$ cat src/rtl/demux1to8_reg_b32_if.sv
// Bus bundle for demux1to8_reg_b32: select/data/request inputs and registered destination words.
// The bcast qualifier exists only when DEMUX_BCAST_EN is defined.
interface demux1to8_reg_b32_if;
  logic        C2;
  logic        C1;
  logic        C0;
  logic [31:0] I;
  logic        we;
  logic        start_seq;
`ifdef DEMUX_BCAST_EN
  logic        bcast;
`endif
  logic        busy;
  logic [7:0]  strb;
  logic [31:0] O0;
  logic [31:0] O1;
  logic [31:0] O2;
  logic [31:0] O3;
  logic [31:0] O4;
  logic [31:0] O5;
  logic [31:0] O6;
  logic [31:0] O7;

  modport master (
`ifdef DEMUX_BCAST_EN
    output bcast,
`endif
    output C2, C1, C0, I, we, start_seq,
    input  busy, strb, O0, O1, O2, O3, O4, O5, O6, O7
  );

  modport slave (
`ifdef DEMUX_BCAST_EN
    input  bcast,
`endif
    input  C2, C1, C0, I, we, start_seq,
    output busy, strb, O0, O1, O2, O3, O4, O5, O6, O7
  );
endinterface

$ cat src/rtl/demux1to8_reg_b32.sv
// 1-to-8 registered 32-bit demux with single writes and an 8-word wrapping sequential fill.
// Optional broadcast write enabled by defining DEMUX_BCAST_EN.
module demux1to8_reg_b32 (
  input logic              clk,
  input logic              reset,
  demux1to8_reg_b32_if.slave bus
);

  typedef enum logic [0:0] {StIdle, StSeq} state_e;

  state_e      state_q, state_d;
  logic [2:0]  sel;
  logic [2:0]  cnt_q, cnt_d;
  logic [2:0]  rem_q, rem_d;
  logic [7:0]  wr_en;
  logic [7:0]  strb_q, strb_d;
  logic [31:0] o_q [8];
  logic [31:0] o_d [8];
  logic        busy;
  logic        bcast_req;

  assign sel = {bus.C2, bus.C1, bus.C0};

`ifdef DEMUX_BCAST_EN
  assign bcast_req = bus.bcast;
`else
  assign bcast_req = 1'b0;
`endif

  always_ff @(posedge clk) begin
    if (reset) begin
      state_q <= StIdle;
    end else begin
      state_q <= state_d;
    end
  end

  // Leave SEQ on the edge that makes the eighth write (remaining count 1 -> 0).
  always_comb begin
    state_d = state_q;
    case (state_q)
      StIdle:  if (bus.start_seq) state_d = StSeq;
      StSeq:   if (rem_q == 3'd1) state_d = StIdle;
      default: state_d = StIdle;
    endcase
  end

  always_comb begin
    wr_en = 8'h00;
    cnt_d = cnt_q;
    rem_d = rem_q;
    busy  = 1'b0;
    case (state_q)
      StIdle: begin
        if (bus.start_seq) begin
          wr_en = 8'b1 << sel;
          cnt_d = sel + 3'd1;
          rem_d = 3'd7;
        end else if (bus.we) begin
          wr_en = bcast_req ? 8'hFF : (8'b1 << sel);
        end
      end
      StSeq: begin
        busy  = 1'b1;
        wr_en = 8'b1 << cnt_q;
        cnt_d = cnt_q + 3'd1;
        rem_d = rem_q - 3'd1;
      end
      default: ;
    endcase
  end

  always_comb begin
    strb_d = wr_en;
    for (int n = 0; n < 8; n++) begin
      o_d[n] = wr_en[n] ? bus.I : o_q[n];
    end
  end

  always_ff @(posedge clk) begin
    if (reset) begin
      cnt_q  <= 3'd0;
      rem_q  <= 3'd0;
      strb_q <= 8'h00;
      for (int n = 0; n < 8; n++) begin
        o_q[n] <= 32'h0;
      end
    end else begin
      cnt_q  <= cnt_d;
      rem_q  <= rem_d;
      strb_q <= strb_d;
      for (int n = 0; n < 8; n++) begin
        o_q[n] <= o_d[n];
      end
    end
  end

  assign bus.busy = busy;
  assign bus.strb = strb_q;
  assign bus.O0   = o_q[0];
  assign bus.O1   = o_q[1];
  assign bus.O2   = o_q[2];
  assign bus.O3   = o_q[3];
  assign bus.O4   = o_q[4];
  assign bus.O5   = o_q[5];
  assign bus.O6   = o_q[6];
  assign bus.O7   = o_q[7];

endmodule
$ cat src/flat_wrapper.sv
// flat-port wrapper written by rule: the top's interface ports become plain ports
module demux1to8_reg_b32_flat 
  (clk, reset, bus_C2, bus_C1, bus_C0, bus_I, bus_we, bus_start_seq, bus_busy, bus_strb, bus_O0, bus_O1, bus_O2, bus_O3, bus_O4, bus_O5, bus_O6, bus_O7);
  demux1to8_reg_b32_if bus_i ();
  input logic clk;
  input logic reset;
  input wire logic [$bits(bus_i.C2)-1:0] bus_C2;
  input wire logic [$bits(bus_i.C1)-1:0] bus_C1;
  input wire logic [$bits(bus_i.C0)-1:0] bus_C0;
  input wire logic [$bits(bus_i.I)-1:0] bus_I;
  input wire logic [$bits(bus_i.we)-1:0] bus_we;
  input wire logic [$bits(bus_i.start_seq)-1:0] bus_start_seq;
  output wire logic [$bits(bus_i.busy)-1:0] bus_busy;
  output wire logic [$bits(bus_i.strb)-1:0] bus_strb;
  output wire logic [$bits(bus_i.O0)-1:0] bus_O0;
  output wire logic [$bits(bus_i.O1)-1:0] bus_O1;
  output wire logic [$bits(bus_i.O2)-1:0] bus_O2;
  output wire logic [$bits(bus_i.O3)-1:0] bus_O3;
  output wire logic [$bits(bus_i.O4)-1:0] bus_O4;
  output wire logic [$bits(bus_i.O5)-1:0] bus_O5;
  output wire logic [$bits(bus_i.O6)-1:0] bus_O6;
  output wire logic [$bits(bus_i.O7)-1:0] bus_O7;
  assign bus_i.C2 = bus_C2;
  assign bus_i.C1 = bus_C1;
  assign bus_i.C0 = bus_C0;
  assign bus_i.I = bus_I;
  assign bus_i.we = bus_we;
  assign bus_i.start_seq = bus_start_seq;
  assign bus_busy = bus_i.busy;
  assign bus_strb = bus_i.strb;
  assign bus_O0 = bus_i.O0;
  assign bus_O1 = bus_i.O1;
  assign bus_O2 = bus_i.O2;
  assign bus_O3 = bus_i.O3;
  assign bus_O4 = bus_i.O4;
  assign bus_O5 = bus_i.O5;
  assign bus_O6 = bus_i.O6;
  assign bus_O7 = bus_i.O7;
  demux1to8_reg_b32 u_core (.clk(clk), .reset(reset), .bus(bus_i));
endmodule
$ cat config.mk
export PLATFORM = sky130hd
export DESIGN_NAME = demux1to8_reg_b32_flat
export DESIGN_NICKNAME = d
export VERILOG_FILES = /design/src/rtl/demux1to8_reg_b32_if.sv /design/src/rtl/demux1to8_reg_b32.sv /design/src/flat_wrapper.sv
export SDC_FILE = /design/constraint.sdc
export NUM_CORES = 1
export LEC_CHECK = 0
export CAP_MARGIN = 0
export CORE_UTILIZATION = 43
export CTS_CLUSTER_SIZE = 16
export DETAILED_ROUTE_END_ITERATION = 7
export PLACE_DENSITY_LB_ADDON = 0.12
export SLEW_MARGIN = 40
export SYNTH_ARGS = -nofsm -noshare
export SYNTH_HDL_FRONTEND = slang
export SYNTH_SLANG_ARGS = --single-unit
$ cat constraint.sdc
create_clock -name clk -period 1.95 [get_ports clk]
set_clock_uncertainty 0.1 [all_clocks]
set_input_delay 0.39 -clock clk [delete_from_list [all_inputs] [get_ports clk]]
set_output_delay 0.39 -clock clk [all_outputs]
set_load 0.01 [all_outputs]
==> impl_metrics.tcl, run 1 <==
set metrics [dict create \
    drc 0 \
    final_layout_size_suffix_gt1_frac 0.0856 \
    fin_util 0.627 \
    switching_share 0.242 \
    cts_made_buffers 29 \
    drtIter0Drc 378 \
    r2r_setup_slack_ns 0.14 \
    area_delta_synth_final_pct 41.8 \
    min_path_type "in -> reg" \
    synth-seq-cells 271 \
    max_slew_margin 0.703 \
    grt_max_degree 45 \
    critPathLaunchType "flip-flop" \
    ys.warnings.count 0 \
    p_leak_nw 9.60 \
    ys_seq_area_frac 0.498 \
    dpl-instance-area_sq_um 14300 \
    powerDensity_nw_per_um2 846 \
    grt_pass1_vias 7806 \
    dieHeight_um 161 \
    slowest_stage "clkdlybuf4s50_1" \
    crit_family "buffers and inverters" \
    drtPass1Iterations 4 \
    syn_inst 971 \
    slowest_delay_ns 0.55 \
    antenna_cells 0 \
    post-place-ws_ns -0.264 \
    routed_wl_um 29000 \
    period_share 0.981 \
    seqPwrFrac 0.454 \
    mostFrequentLayoutCell "nand2b_1" \
    port-buffer-count 303 \
    max_freq_ghz 0.523 \
    root_buffer "clkbuf_16" \
    syn_area_sq_um 10900 \
    num_rows 57 \
    tightestPinTransition_ns 0.446 \
    finalCriticalPeriod_ns 1.91 \
    htree_levels 1 \
    insertion_delay_ns 0.55 \
    setup_tns_ns 0 \
    grt_pass1_wl_um 45200 \
    hold_path_depth 3 \
    io-pin-count 304 \
    clockBufferDepth 3 \
    async_flop_share 0 \
    setup_ws_ns 0.0374 \
    clk_pin_slew_worst_paths_ns 0.06 \
    synth_area_per_cell_sq_um 11.2 \
    status "finished, final reports clean" \
    initial_utilization 0.443 \
    p_sw_mw 3.16 \
    drv_slew 0 \
    nets 1294 \
    cts_hold_buf 0 \
    gr-usage-all-layers 0.220 \
    design_area_sq_um 15400 \
    vdd_ir_drop_max_mv 0.570 \
    cp.arrival_ns 1.42 \
    cell_internal_pwr_mw 9.89 \
    synth_edf_count 0 \
    cts_tree "done" \
    final-hold-violation-count 0 \
    cp_max_fo 2 \
    cp-end-kind "output pin" \
    vias_per_cell 4.77 \
    antenna_found_initial 0 \
    cts.sinks 271 \
    wire_per_inst_um 18.1 \
    setup_viol 0 \
    clkPwrFrac 0.421 \
    layout_common_cells "nand2b_1 (289), dfxtp_1 (270), mux2i_1 (256), dlygate4sd2_1 (125), dlymetal6s2s_1 (111)" \
    worstSetupPathType "reg -> out" \
    p_comb_frac 0.125 \
    cap_violations 0 \
    rsz0062_at_grt "no" \
    synth_cell_types 33 \
    critical_path_buf_inv_count 1 \
    r2r_cells 6 \
    dp_hpwl_um 19600 \
    coreArea_sq_um 24600 \
    place.gp.congestion 0.757 \
    dieArea_sq_um 26000 \
    num_vias 7615 \
    worst-path-stages 1 \
    grt_overflow 0 \
    fillers 2047 \
    ant_nets 0 \
    worstPathCellList "clkdlybuf4s50_1" \
    syn_nets 1013 \
    die_width_um 161 \
    synth_ff_type "dfxtp_1" \
    cp_data_required_time_ns 1.46 \
]
-- cells in the mapped netlist, drive strengths merged (2+ instances only) --
cell type | n | share of area
a211oi | 2 | 0.0014
a21oi | 3 | 0.0014
a22oi | 4 | 0.0078
a32oi | 4 | 0.010
buf | 69 | 0.042
clkbuf | 28 | 0.0097
dfxtp | 271 | 0.50
ha | 3 | 0.0034
inv | 2 | 0.00069
mux2 | 3 | 0.0031
mux2i | 256 | 0.24
nand2 | 2 | 0.00069
nand2b | 289 | 0.17
nor2 | 13 | 0.0045
nor2b | 4 | 0.0023
nor3 | 4 | 0.0023
nor3b | 2 | 0.0018
o21ai | 3 | 0.0014
-- kinds of logic after synthesis --
group	Yosys count	share of synthesized area
adder cells (fa/ha/maj)	3	0.00345
AND/OR/NAND/NOR	318	0.181
flip-flops	271	0.498
multiplexers	259	0.238
buffers and inverters	99	0.0519
AO/OA/AOI/OAI	21	0.0271
-- worst paths after layout --
| path | startpoint | to |
|---|---|---|
| hold reg to reg | u_core.o_q[0][75] | u_core.o_q[0][75] |
| hold / removal | reset | u_core.bus.strb[5] |
| setup / recovery | u_core.o_q[0][193] | bus_O6[1] |
| setup reg to reg | u_core.state_q | u_core.o_q[0][235] |
-- power by group through the flow --
stage / logic [mW] / clock network (mW) / registers [mW]
2_1_floorplan: 0.821 / 0 / 6.14
3_3_place_gp: 1.73 / 0 / 6.04
3_5_place_dp: 1.74 / 0 / 6.05
4_1_cts: 1.67 / 5.64 / 5.92
5_1_grt: 1.75 / 5.88 / 5.95
6_report: 1.63 / 5.50 / 5.92
-- routing by layer --
layer,vias up,part of all wire,track usage
met5,-,0,0
met4,0,0.023,0.0596
met3,42,0.076,0.0724
met2,212,0.47,0.362
met1,3604,0.43,0.275
li1,3757,-,-
-- metrics by stage --
stage / hold slack, ns / instances / power, mW
after CTS: 0.240 / 1597 / 13.2
after global routing: 0.259 / 1598 / 13.6
after global placement: 0.359 / 1543 / 7.78
final: 0.267 / 1598 / 13.1
after floorplan: 0.347 / 971 / 6.97
after detailed placement: 0.363 / 1543 / 7.79
-- sequential cells by signal, indices dropped and copies added, names as in the netlist --
name and flops:
u_core.rem_q 3, u_core.bus.strb 8, u_core.cnt_q 3, u_core.state_q 1, u_core.o_q 256
-- worst register-to-register path, cell delays in order (launching register included) --
cell and delay, ns:
dfxtp_4 0.38, buf_4 0.23, and3b_2 0.27, a32oi_4 0.20, buf_12 0.16, buf_12 0.16, mux2i_1 0.23
-- final cells by class --
cell class	count	area, sq um	area share
clock buffer	43	848	0.0550
inverter	2	7.51	0.000486
clock inverter	10	116	0.00754
tap	324	405	0.0263
sequential	271	5430	0.352
timing repair buffer	347	3730	0.242
multi-input combinational	601	4900	0.317
-- repair_timing --
| item | 4_1_cts | 5_1_grt |
|---|---|---|
| resized for setup | 125 | 113 |
| buffers inserted | 1 | 1 |
| setup endpoints to repair | 125 | 165 |
| pin swaps | 0 | 1 |
| gates cloned | 0 | 1 |
| endpoints found under the hold margin | 0 | 0 |
Power figures use the tool's default switching activity.
==> run 2, diff against run 1 <==
--- a/config.mk
+++ b/config.mk
@@ -6,10 +6,12 @@
 export NUM_CORES = 1
 export LEC_CHECK = 0
 export CAP_MARGIN = 0
+export CORE_ASPECT_RATIO = 1.2
 export CORE_UTILIZATION = 43
 export CTS_CLUSTER_SIZE = 16
 export DETAILED_ROUTE_END_ITERATION = 7
 export PLACE_DENSITY_LB_ADDON = 0.12
+export REMOVE_ABC_BUFFERS = 1
 export SLEW_MARGIN = 40
 export SYNTH_ARGS = -nofsm -noshare
 export SYNTH_HDL_FRONTEND = slang
==> impl_metrics.tcl, run 2 (synthesis gave the netlist of run 1 again) <==
set metrics [dict create \
    coreArea_sq_um 24800 \
    num_rows 63 \
    seq_area_sq_um 5430 \
    finalCriticalPeriod_ns 1.92 \
    max_slew_margin 0.688 \
    slowest_delay_ns 0.58 \
    initial_utilization 0.440 \
    final_layout_size_suffix_gt1_frac 0.0866 \
    drv_slew 0 \
    status "finished, final reports clean" \
    largest_register_ffs 256 \
    place.gp.congestion 0.791 \
    clockBufferDepth 3 \
    grt_overflow 0 \
    cp_data_required_time_ns 1.46 \
    regMostFlops "u_core.o_q" \
    io-pin-count 304 \
    mostFrequentLayoutCell "nand2b_1" \
    cts_tree "done" \
    crit_family "buffers and inverters" \
    period_share 0.984 \
    htree_levels 1 \
    vias_per_cell 4.79 \
    dieHeight_um 176 \
    area_delta_synth_final_pct 42.7 \
    clk_pin_slew_worst_paths_ns 0.06 \
    antenna_found_initial 0 \
    r2r_setup_slack_ns 0.11 \
    max_freq_ghz 0.521 \
    port-buffer-count 303 \
    grt_pass1_wl_um 44200 \
    cts_made_buffers 29 \
    grt_pass1_vias 7629 \
    root_buffer "clkbuf_16" \
    nets 1290 \
    slowest_stage "clkdlybuf4s50_1" \
    wire_per_inst_um 18.1 \
    p_leak_nw 8.99 \
    dpl-instance-area_sq_um 14300 \
    worstPathCellList "clkdlybuf4s50_1" \
    cp_max_fo 2 \
    cts.sinks 271 \
    die_width_um 147 \
    vdd_ir_drop_max_mv 0.662 \
    powerDensity_nw_per_um2 857 \
    insertion_delay_ns 0.52 \
    min_path_type "in -> reg" \
    grt_max_degree 56 \
    num_vias 7646 \
    ant_nets 0 \
    critPathLaunchType "flip-flop" \
    tightestPinTransition_ns 0.466 \
    cts_hold_buf 0 \
    antenna_cells 0 \
    setup_viol 0 \
    final-hold-violation-count 0 \
    drtPass1Iterations 4 \
    cap_violations 0 \
    multi_input_area_sq_um 4900 \
    worstSetupPathType "reg -> out" \
    dieArea_sq_um 26000 \
    cp-end-kind "output pin" \
    fillers 2071 \
    design_area_sq_um 15500 \
    drc 0 \
    dp_hpwl_um 19500 \
    holdWs_ns 0.172 \
    drtIter0Drc 221 \
    layout_common_cells "nand2b_1 (289), dfxtp_1 (270), mux2i_1 (256), clkdlybuf4s50_1 (171), dlymetal6s2s_1 (101)" \
    routed_wl_um 28800 \
    critical_path_buf_inv_count 1 \
    gr-usage-all-layers 0.216 \
    cp.arrival_ns 1.43 \
]
-- run 2: changes by cell type in the layout (fill, tap and decap cells not counted), moves of 2 or more --
cell and delta:
clkdlybuf4s50_1 +105, clkinv_2 +2, dlygate4sd2_1 -96, buf_4 -5
dlymetal6s2s_1 -10, buf_12 +2, clkbuf_1 -5, clkbuf_8 +2
-- run 2: final timing paths --
kind,from,to,cells past startpoint
worst min-delay path,reset,u_core.o_q[0][147],3
worst min register to register,u_core.o_q[0][68],u_core.o_q[0][68],2
worst max register to register,u_core.state_q,u_core.o_q[0][233],5
worst max-delay path,u_core.o_q[0][187],bus_O5[27],1
-- run 2: per-stage QoR --
| step | utilization | setup TNS (ns) | std cells | power (mW) | setup WS [ns] |
|---|---|---|---|---|---|
| after floorplan | - | -95.39 | 874 | 6.83 | -0.462 |
| after global placement | 0.579 | -29.12 | 1542 | 7.79 | -0.185 |
| after detailed placement | 0.579 | -38.18 | 1542 | 7.80 | -0.206 |
| after CTS | 0.618 | 0 | 1595 | 13.5 | 0.000211 |
| after global routing | 0.628 | -0.000518 | 1595 | 13.8 | -0.000518 |
| final | 0.628 | 0 | 1595 | 13.3 | 0.0321 |
-- run 2: what timing repair did --
| action | 4_1_cts | 5_1_grt |
|---|---|---|
| gates resized for setup | 32 | 104 |
| buffers inserted | 0 | 0 |
| setup endpoints to repair | 169 | 115 |
| cloned | 0 | 0 |
-- run 2: metal layers --
layer,share of wire,GRT usage,vias to the layer above
met2,0.50,0.388,187
met1,0.42,0.257,3695
li1,-,-,3728
met3,0.062,0.0543,36
met4,0.018,0.0498,0
met5,0,0,-
-- run 2: final cells by class --
| cell class | instances | area share |
|---|---|---|
| flip-flops and latches | 271 | 0.349 |
| multi-input cells | 601 | 0.315 |
| repair buffers | 343 | 0.244 |
| clock buffers | 40 | 0.0551 |
| well taps | 325 | 0.0262 |
| clock inverters | 13 | 0.00942 |
| inverters | 2 | 0.000483 |
-- run 2: power by group --
group          internal (mW)  leakage (nW)  switching (mW)
registers               5.79          2.20           0.143
clock network           3.45         0.502            2.23
logic                  0.898          6.29           0.799
==> run 3, diff against run 2 <==
--- a/config.mk
+++ b/config.mk
@@ -5,11 +5,13 @@
 export SDC_FILE = /design/constraint.sdc
 export NUM_CORES = 1
 export LEC_CHECK = 0
+export ABC_AREA = 1
 export CAP_MARGIN = 0
 export CORE_ASPECT_RATIO = 1.2
-export CORE_UTILIZATION = 43
+export CORE_UTILIZATION = 45
 export CTS_CLUSTER_SIZE = 16
 export DETAILED_ROUTE_END_ITERATION = 7
+export MAX_ROUTING_LAYER = met4
 export PLACE_DENSITY_LB_ADDON = 0.12
 export REMOVE_ABC_BUFFERS = 1
 export SLEW_MARGIN = 40
==> impl_metrics.tcl, run 3 <==
set metrics [dict create \
    status "finished, final reports clean" \
    gr-usage-all-layers 0.264 \
    dieArea_sq_um 28300 \
    io-pin-count 304 \
    ys_seq_area_frac 0.437 \
    routed_wl_um 37400 \
    rr_endpoint "u_core.o_q[0][83]" \
    nets 2023 \
    syn_inst 1773 \
    design_area_sq_um 16800 \
    largest_register_ffs 256 \
    area_delta_synth_final_pct 35.3 \
    cts_made_buffers 28 \
    worstPathCellList "clkdlybuf4s50_1" \
    dp_hpwl_um 24400 \
    worstSetupPathType "reg -> out" \
    slowest_delay_ns 0.56 \
    die_width_um 154 \
    synthMostInstantiatedCell "dfxtp_1" \
    place.gp.congestion 0.789 \
    ant_nets 0 \
    synth-seq-cells 271 \
    r2r-start "u_core.state_q" \
    tightestPinTransition_ns 0.598 \
    yosys-top-cells-count "dfxtp_1 (271), a21oi_1 (268), nand2_1 (267)" \
    async_flop_share 0 \
    rsz0062_at_grt "no" \
    ys.warnings.count 0 \
    crit_family "buffers and inverters" \
    dpl-instance-area_sq_um 15700 \
    min_path_type "reg -> reg" \
    crit_start "u_core.o_q[0][43]" \
    powerDensity_nw_per_um2 856 \
    grt_pass1_vias 10200 \
    antenna_cells 0 \
    final_layout_size_suffix_gt1_frac 0.0730 \
    vdd_ir_drop_max_mv 0.667 \
    r2r_cells 6 \
    syn_area_sq_um 12400 \
    regMostFlops "u_core.o_q" \
    clockBufferDepth 3 \
    port-buffer-count 303 \
    yosys.area.top_type "dfxtp_1" \
    wire_per_inst_um 16.0 \
    cp-endpoint "bus_O1[11]" \
    mostFrequentLayoutCell "dfxtp_1" \
    grt_pass1_wl_um 57900 \
    drc 0 \
    worst-path-stages 1 \
    cts.sinks 271 \
    finalCriticalPeriod_ns 1.92 \
    grt_overflow 0 \
    cap_violations 0 \
    max_slew_margin 0.601 \
    htree_levels 1 \
    cp_data_required_time_ns 1.46 \
    cp-end-kind "output pin" \
    dieHeight_um 184 \
    num_rows 66 \
    synth_area_leaders "dfxtp_1 (44%), a21oi_1 (11%), nand3_1 (8.2%)" \
    final-hold-violation-count 0 \
    root_buffer "clkbuf_16" \
    slowest_stage "clkdlybuf4s50_1" \
    layout_common_cells "dfxtp_1 (270), a21oi_1 (268), nor2_1 (265), nand2_1 (263), inv_1 (237)" \
    setup_viol 0 \
    antenna_found_initial 0 \
    initial_utilization 0.458 \
    synth_area_per_cell_sq_um 7.00 \
    p_leak_nw 9.67 \
    max_freq_ghz 0.521 \
    post_cts_buffers 0 \
    cp.arrival_ns 1.43 \
    yosys.area.top_type_share 0.437 \
    clk_pin_slew_worst_paths_ns 0.06 \
    drtIter0Drc 642 \
    synth_cell_types 26 \
    r2r_setup_slack_ns 0.30 \
    drv_slew 0 \
    insertion_delay_ns 0.53 \
    fin_util 0.620 \
    cp_max_fo 2 \
    num_vias 11700 \
    coreArea_sq_um 27100 \
    cts_tree "done" \
    drtPass1Iterations 5 \
    synth_ff_type "dfxtp_1" \
    critPathLaunchType "flip-flop" \
    cts_hold_buf 0 \
    synth_edf_count 0 \
    grt_max_degree 124 \
    critical_path_buf_inv_count 1 \
    vias_per_cell 4.99 \
    period_share 0.985 \
]
[run 3: cell types whose count changed after synthesis, sizes merged, moves of 34 or more]
cell	delta
nand2b	-289
mux2i	-256
nand2	+270
nand3	+233
buf	+43
nor2	+257
clkbuf	+34
inv	+238
a21oi	+265
[run 3: layer usage]
layer / global-route usage / part of all wire
met5: - / 0
met4: 0.0756 / 0.027
met3: 0.0570 / 0.066
met2: 0.435 / 0.48
met1: 0.325 / 0.43
[run 3: area by class of cell]
class	instances	area (sq um)
clock buffer	44	852
clock inverter	5	125
fill	2455	10300
inverter	240	908
multi-input combinational	1088	5170
sequential	271	5430
tap	340	425
timing repair buffer	352	3880
[run 3: cell families after synthesis]
family	Yosys count	share of synthesized area
AND/OR/NAND/NOR	807	0.293
buffers and inverters	414	0.154
AO/OA/AOI/OAI	277	0.112
flip-flops	271	0.437
adder cells (fa/ha/maj)	3	0.00302
XOR/XNOR	1	0.000705
[run 3: worst reg2reg max path: stages, from the launching register on]
cell and delay, ns:
dfxtp_4 0.38, buf_4 0.18, nor2_4 0.21, nand3_2 0.13, buf_12 0.23, a21oi_1 0.24, nor2_1 0.08
[run 3: report_power, final]
group          switching, mW  leakage (nW)  internal [mW]  total [mW]
Sequential             0.196          2.22           5.94        6.13
Clock                   2.23         0.478           3.50        5.73
Combinational           1.36          6.98           1.16        2.52
[run 3: per-stage QoR]
stage               cells  power, mW  TNS [ns]  setup slack (ns)  hold slack [ns]
finish               2340       14.4         0            0.0298            0.414
global route         2340       15.0         0         0.0000656            0.435
CTS                  2340       14.5         0         0.0000669            0.415
detailed placement   2291       8.88    -13.20            -0.125            0.407
global placement     2291       8.82     -9.43            -0.101            0.387
floorplan            1599       7.50   -212.19             -1.03            0.359
[run 3: repair_timing]
action / 4_1_cts / 5_1_grt
resized for setup: 66 / 90
pin swaps: 0 / 0
setup endpoints to repair: 64 / 90
[run 3: how the worst min path moves through the flow]
stage,to,start,slack (ns),cells after the start
after floorplan,u_core.bus.strb[0],reset,0.36,1
after global placement,u_core.rem_q[0],u_core.rem_q[0],0.39,2
after detailed placement,u_core.rem_q[0],u_core.rem_q[0],0.41,2
after CTS,u_core.rem_q[0],u_core.rem_q[0],0.41,2
after global routing,u_core.rem_q[0],u_core.rem_q[0],0.43,2
final,u_core.rem_q[0],u_core.rem_q[0],0.41,2
